--- src/rtl/haze_load_pkg.sv ---
`default_nettype none
// ============================================================================
// Module      : haze_load_pkg
// Description : Shared definitions for the haze-cpu load unit: funct3 load
//               encodings, the load FSM state type and the alignment and
//               legality helpers used at request acceptance.
// Revision    : 1.0 - initial release
// ============================================================================
package haze_load_pkg;

    localparam logic [2:0] LOAD_LB  = 3'b000;
    localparam logic [2:0] LOAD_LH  = 3'b001;
    localparam logic [2:0] LOAD_LW  = 3'b010;
    localparam logic [2:0] LOAD_LBU = 3'b100;
    localparam logic [2:0] LOAD_LHU = 3'b101;

    typedef enum logic [1:0] {
        IDLE = 2'd0,
        REQ  = 2'd1,
        RESP = 2'd2
    } t_LoadState;

    // funct3 011, 110 and 111 have no load meaning.
    function automatic logic f_IsIllegal(input logic [2:0] funct3);
        case (funct3)
            LOAD_LB, LOAD_LH, LOAD_LW, LOAD_LBU, LOAD_LHU: return 1'b0;
            default:                                       return 1'b1;
        endcase
    endfunction

    // Byte loads are always aligned; halfwords need addr[0]=0, words addr[1:0]=0.
    function automatic logic f_IsMisaligned(input logic [2:0] funct3,
                                            input logic [1:0] addr_lo);
        case (funct3)
            LOAD_LH, LOAD_LHU: return addr_lo[0];
            LOAD_LW:           return (addr_lo != 2'b00);
            default:           return 1'b0;
        endcase
    endfunction

endpackage
`default_nettype wire

--- src/rtl/extender_NtoM.sv ---
`default_nettype none
// ============================================================================
// Module      : extender_NtoM
// Description : Widens an N-bit value to M bits by sign or zero extension.
// Ports       : i_Data          - N-bit input value
//               i_ExtensionType - 1: sign extend, 0: zero extend
//               o_Data          - M-bit extended value
// Revision    : 1.0 - initial release
// ============================================================================
module extender_NtoM #(
    parameter int p_N = 8,
    parameter int p_M = 32
) (
    input  logic [p_N-1:0] i_Data,
    input  logic           i_ExtensionType,
    output logic [p_M-1:0] o_Data
);

    assign o_Data = {{(p_M - p_N){i_ExtensionType & i_Data[p_N-1]}}, i_Data};

endmodule
`default_nettype wire

--- src/rtl/load_lane_extract.sv ---
`default_nettype none
// ============================================================================
// Module      : load_lane_extract
// Description : Selects the byte, halfword or word lane addressed by a load
//               from a little-endian memory word and extends it to 32 bits.
// Ports       : word    - 32-bit word returned by data memory
//               addr_lo - byte offset of the load within the word
//               funct3  - load kind (size in [1:0], unsigned flag in [2])
//               result  - extended 32-bit load value
// Revision    : 1.0 - initial release
// ============================================================================
module load_lane_extract
    import haze_load_pkg::*;
(
    input  logic [31:0] word,
    input  logic [1:0]  addr_lo,
    input  logic [2:0]  funct3,
    output logic [31:0] result
);

    logic [7:0]  byte_lane;
    logic [15:0] half_lane;
    logic [31:0] byte_ext;
    logic [31:0] half_ext;
    logic        sign_ext;

    // funct3[2]=0 means a signed load.
    assign sign_ext  = ~funct3[2];
    assign byte_lane = word[8*addr_lo +: 8];
    assign half_lane = addr_lo[1] ? word[31:16] : word[15:0];

    extender_NtoM #(.p_N(8), .p_M(32)) u_ext_byte (
        .i_Data          (byte_lane),
        .i_ExtensionType (sign_ext),
        .o_Data          (byte_ext)
    );

    extender_NtoM #(.p_N(16), .p_M(32)) u_ext_half (
        .i_Data          (half_lane),
        .i_ExtensionType (sign_ext),
        .o_Data          (half_ext)
    );

    always_comb begin
        result = word;
        case (funct3[1:0])
            2'b00:   result = byte_ext;
            2'b01:   result = half_ext;
            default: result = word;
        endcase
    end

endmodule
`default_nettype wire

--- src/rtl/load_unit.sv ---
`default_nettype none
// ============================================================================
// Module      : load_unit
// Description : Memory-stage load unit. Accepts one load at a time, issues a
//               word-aligned read, extracts and extends the addressed lane and
//               presents the registered result over a valid/ready handshake.
// Ports       : i_CLK, i_RSTn            - clock, async active-low reset
//               i_Valid/o_Ready          - request handshake
//               i_Address, i_Funct3      - byte address and load kind
//               o_MemReq, o_MemAddress   - word-aligned memory read request
//               i_MemAck, i_MemData      - memory read completion and data
//               o_Valid/i_Ready          - result handshake
//               o_Data, o_Fault          - load result and fault flag
// Revision    : 1.0 - initial release
// ============================================================================
module load_unit
    import haze_load_pkg::*;
#(
    parameter int p_ADDR_WIDTH = 32,
    parameter int p_XLEN       = 32
) (
    input  logic                    i_CLK,
    input  logic                    i_RSTn,
    input  logic                    i_Valid,
    output logic                    o_Ready,
    input  logic [p_ADDR_WIDTH-1:0] i_Address,
    input  logic [2:0]              i_Funct3,
    output logic                    o_MemReq,
    output logic [p_ADDR_WIDTH-1:0] o_MemAddress,
    input  logic                    i_MemAck,
    input  logic [p_XLEN-1:0]       i_MemData,
    output logic                    o_Valid,
    input  logic                    i_Ready,
    output logic [p_XLEN-1:0]       o_Data,
    output logic                    o_Fault
);

    t_LoadState  state;
    logic [1:0]  addr_lo;
    logic [2:0]  funct3;
    logic [31:0] lane_result;
    logic        req_fault;

    assign req_fault = f_IsIllegal(i_Funct3) | f_IsMisaligned(i_Funct3, i_Address[1:0]);

    load_lane_extract u_lane (
        .word    (i_MemData),
        .addr_lo (addr_lo),
        .funct3  (funct3),
        .result  (lane_result)
    );

    // Every output is a register so nothing combinational reaches the ports
    // from i_Valid or i_MemAck.
    always_ff @(posedge i_CLK or negedge i_RSTn) begin
        if (!i_RSTn) begin
            state        <= IDLE;
            addr_lo      <= 2'b00;
            funct3       <= 3'b000;
            o_Ready      <= 1'b1;
            o_MemReq     <= 1'b0;
            o_MemAddress <= '0;
            o_Valid      <= 1'b0;
            o_Data       <= '0;
            o_Fault      <= 1'b0;
        end else begin
            case (state)
                IDLE: begin
                    if (i_Valid) begin
                        addr_lo <= i_Address[1:0];
                        funct3  <= i_Funct3;
                        o_Ready <= 1'b0;
                        if (req_fault) begin
                            // Faults skip memory entirely and report a zero result.
                            state   <= RESP;
                            o_Valid <= 1'b1;
                            o_Fault <= 1'b1;
                            o_Data  <= '0;
                        end else begin
                            state        <= REQ;
                            o_MemReq     <= 1'b1;
                            o_MemAddress <= {i_Address[p_ADDR_WIDTH-1:2], 2'b00};
                        end
                    end
                end
                REQ: begin
                    if (i_MemAck) begin
                        state    <= RESP;
                        o_MemReq <= 1'b0;
                        o_Valid  <= 1'b1;
                        o_Fault  <= 1'b0;
                        o_Data   <= lane_result;
                    end
                end
                RESP: begin
                    if (i_Ready) begin
                        state   <= IDLE;
                        o_Valid <= 1'b0;
                        o_Ready <= 1'b1;
                    end
                end
                default: begin
                    state    <= IDLE;
                    o_Ready  <= 1'b1;
                    o_MemReq <= 1'b0;
                    o_Valid  <= 1'b0;
                end
            endcase
        end
    end

endmodule
`default_nettype wire

--- config.mk ---
export PLATFORM = sky130hd
export DESIGN_NAME = load_unit
export DESIGN_NICKNAME = d
export VERILOG_FILES = /design/src/rtl/haze_load_pkg.sv /design/src/rtl/extender_NtoM.sv /design/src/rtl/load_lane_extract.sv /design/src/rtl/load_unit.sv
export SDC_FILE = /design/constraint.sdc
export NUM_CORES = 1
export LEC_CHECK = 0
export ABC_AREA = 1
export BUFFER_PORTS_ARGS = -buffer_cell sky130_fd_sc_hd__buf_2
export CAP_MARGIN = 20
export CORE_MARGIN = 3
export CORE_UTILIZATION = 49
export CTS_CLUSTER_DIAMETER = 30
export CTS_CLUSTER_SIZE = 25
export DETAILED_ROUTE_END_ITERATION = 12
export GPL_ROUTABILITY_DRIVEN = 0
export PLACE_DENSITY = 0.79
export SYNTH_ARGS = -nofsm -noshare
export SYNTH_HDL_FRONTEND = slang
export SYNTH_SLANG_ARGS = --single-unit
--- constraint.sdc ---
create_clock -name i_CLK -period 1.5 [get_ports i_CLK]
set_clock_uncertainty 0.05 [all_clocks]
set_input_delay 0.075 -clock i_CLK [delete_from_list [all_inputs] [get_ports i_CLK]]
set_output_delay 0.075 -clock i_CLK [all_outputs]
set_load 0.02 [all_outputs]
==> run summary <==
Total track usage - 25.55%
CP Data Arrival Time - 1.69 ns
Initial antenna violation count - 0
Filler cell count in the final layout - 499
Via density - 5.101
Post-layout min period - 1.526 ns
1st-pass router iterations - 5
Endpoints failing setup - 2
Share of layout cells above drive strength 1 - 32.99%
Worst skew pair latency - 0.34 ns
Layout Area Growth over Synthesis - 46.92%
Antenna diodes - 0
Synth Warn # - 0
Maximum VDD drop - 0.001198 V
Final Hold Viols - 0
Gr ovfl total - 0
Clock sink count - 73
Area contributors post-synth - dfrtp_1 50%, nand2_1 24%, nand3_1 7.3%
Final Max Tran Viols - 0
Clk root buf - clkbuf_8
Worst Path Max Fanout - 8
Maximum clock rate - 655.2 MHz
Number of synthesized flops with an enable pin - 0
Number of synthesized register bits - 73
Number of H-tree levels - 3
Starting Density - 51.72%
Period utilization - 101.7%
First-pass GRT wire length - 17.38 mm
CORE AREA - 0.006982 mm2
Critical Path End Type - flop
Seq/Total Area, Yosys - 50.62%
Clock buffer depth - 2
Yosys top cell area share - 49.90%
Placed wire-length estimate - 7.348 mm
Pre-CTS WS - 0.06777 ns
Worst Hold Class - in -> reg
Status - finished with violations
DRC Markers - 0
Die width - 91.85 um
Worst setup SP type - flop
Max cap viols - 0
Antenna Violating Nets Remaining - 0
Hold WS - 0.01376 ns
Routed wire length - 11.45 mm
Worst-path clk slew - 0.08 ns
Num CTS Buffers - 9
Fraction of registers with async set/reset - 100.0%
Die height - 91.85 um
Post-Synthesis Cell Area - 0.003611 mm2
Top-count cell post-synth - nand2_1
Routed WL per cell - 14.89 um
Iteration-0 DRC count of the detailed router - 278
Num rows - 30
Area leader, netlist - dfrtp_1
Synth Instances - 477
Synth cell types - 25
Vias in the first global route - 3717
Lkg Pwr - 3.063 nW
CTS tree - built
I/O Buffers - 137
Pin count of the biggest net entering global routing - 31
P per Cell Area - 1959 mW/mm2
Die ar. - 0.008436 mm2
Critical Path RT - 1.67 ns
Final Worst Setup Slack - -0.02622 ns
Crit Path Category - reg -> reg
Most used flip-flop cell after synthesis - dfrtp_1
Failing checks - setup timing
Most frequent cells after synthesis - 227 x nand2_1, 72 x dfrtp_1, 53 x nand3_1
Syn_area_per_cell - 7.570 um2
Num ports - 140
Vias after detailed routing - 3923
Final net count - 740
[critical path, cell delays in order (launching register included)]
cell	delay, ns
dfrtp_1	0.43
nor2_2	0.19
nand2_1	0.11
nand2_2	0.14
inv_2	0.06
nand3_4	0.14
clkbuf_16	0.19
o21ai_0	0.09
[flip-flops by register name, summed over array words and instances (netlist names)]
name,flops
funct3,3
o_Fault,1
state,2
addr_lo,2
o_Valid,1
o_MemReq,1
o_Data,32
o_Ready,1
o_MemAddress,30
[per-layer routing]
| metal | share of wire (%) | wire length [um] | track usage [%] |
|---|---|---|---|
| met1 | 39 | 4521 | 32.31 |
| met4 | 3.4 | 393 | 12.00 |
| met5 | 0 | 0 | 0 |
| met3 | 6.8 | 783 | 4.020 |
| met2 | 50 | 5755 | 42.94 |
[through the flow]
stage	instance area (um2)	total power, mW	cells	setup TNS [ns]	utilization (%)
5_1_grt	5305	11.02	769	-0.9522	75.99
3_3_place_gp	4557	7.966	710	0	65.27
2_1_floorplan	3615	6.301	478	0	-
3_5_place_dp	4557	8.080	710	0	65.27
4_1_cts	5156	9.879	764	0	73.85
6_report	5305	10.39	769	-0.03663	75.99
[cell usage in the layout (no fill, tap or decap), drive strengths merged, types with 2 or more instances in the layout]
cell type	instances
bufinv	2
dfrtp	72
dlygate4sd3	38
buf	163
nor2	26
a21oi	9
clkinvlp	3
clkbuf	12
inv	23
or2	9
o21ai	18
conb	2
nand3	60
nand2	232
[path summary, 6_finish.rpt]
path / startpoint / end / slack, ns / cells past startpoint
max reg2reg: state[0] / state[1] / -0.03 / 7
min: i_MemData[26] / o_Data[26] / 0.01 / 4
min reg2reg: o_Data[0] / o_Data[0] / 0.42 / 2
min in group asynchronous: i_RSTn / o_Data[18] / 0.08 / 2
max: state[0] / state[1] / -0.03 / 7
max in group asynchronous: i_RSTn / o_Ready / 0.79 / 3
[where the power goes]
group	total [mW]	internal [mW]	switching, mW
combinational	5.51	2.04	3.47
clock	1.71	0.943	0.763
sequential	3.18	2.72	0.458
total	10.4	5.70	4.69
[kinds of logic (layout without fill, tap and decap cells)]
group | Yosys count | after routing | synth area share (%)
AO/OA/AOI/OAI | 28 | 28 | 3.950
AND/OR/NAND/NOR | 327 | 328 | 38.95
other | 1 | 2 | 0.1039
flip-flops | 73 | 73 | 50.62
buffers and inverters | 48 | 242 | 6.375
[area by class of cell]
type                       instances  area (um2)  area share [%]
timing repair buffer             203        1416           26.70
clock buffer                      10       127.6           2.406
multi-input combinational        358        1627           30.66
tap                               96       120.1           2.264
inverter                          23       93.84           1.769
sequential                        73        1829           34.48
clock inverter                     6       91.34           1.722
[repair_timing]
action                                 4_1_cts  5_1_grt
resized for setup                            0       23
setup endpoints to repair                    0       63
hold buffers                                38        0
endpoints found under the hold margin      109        0
buffers inserted                             0        1
Note: power is estimated with default switching activity, not from simulation.
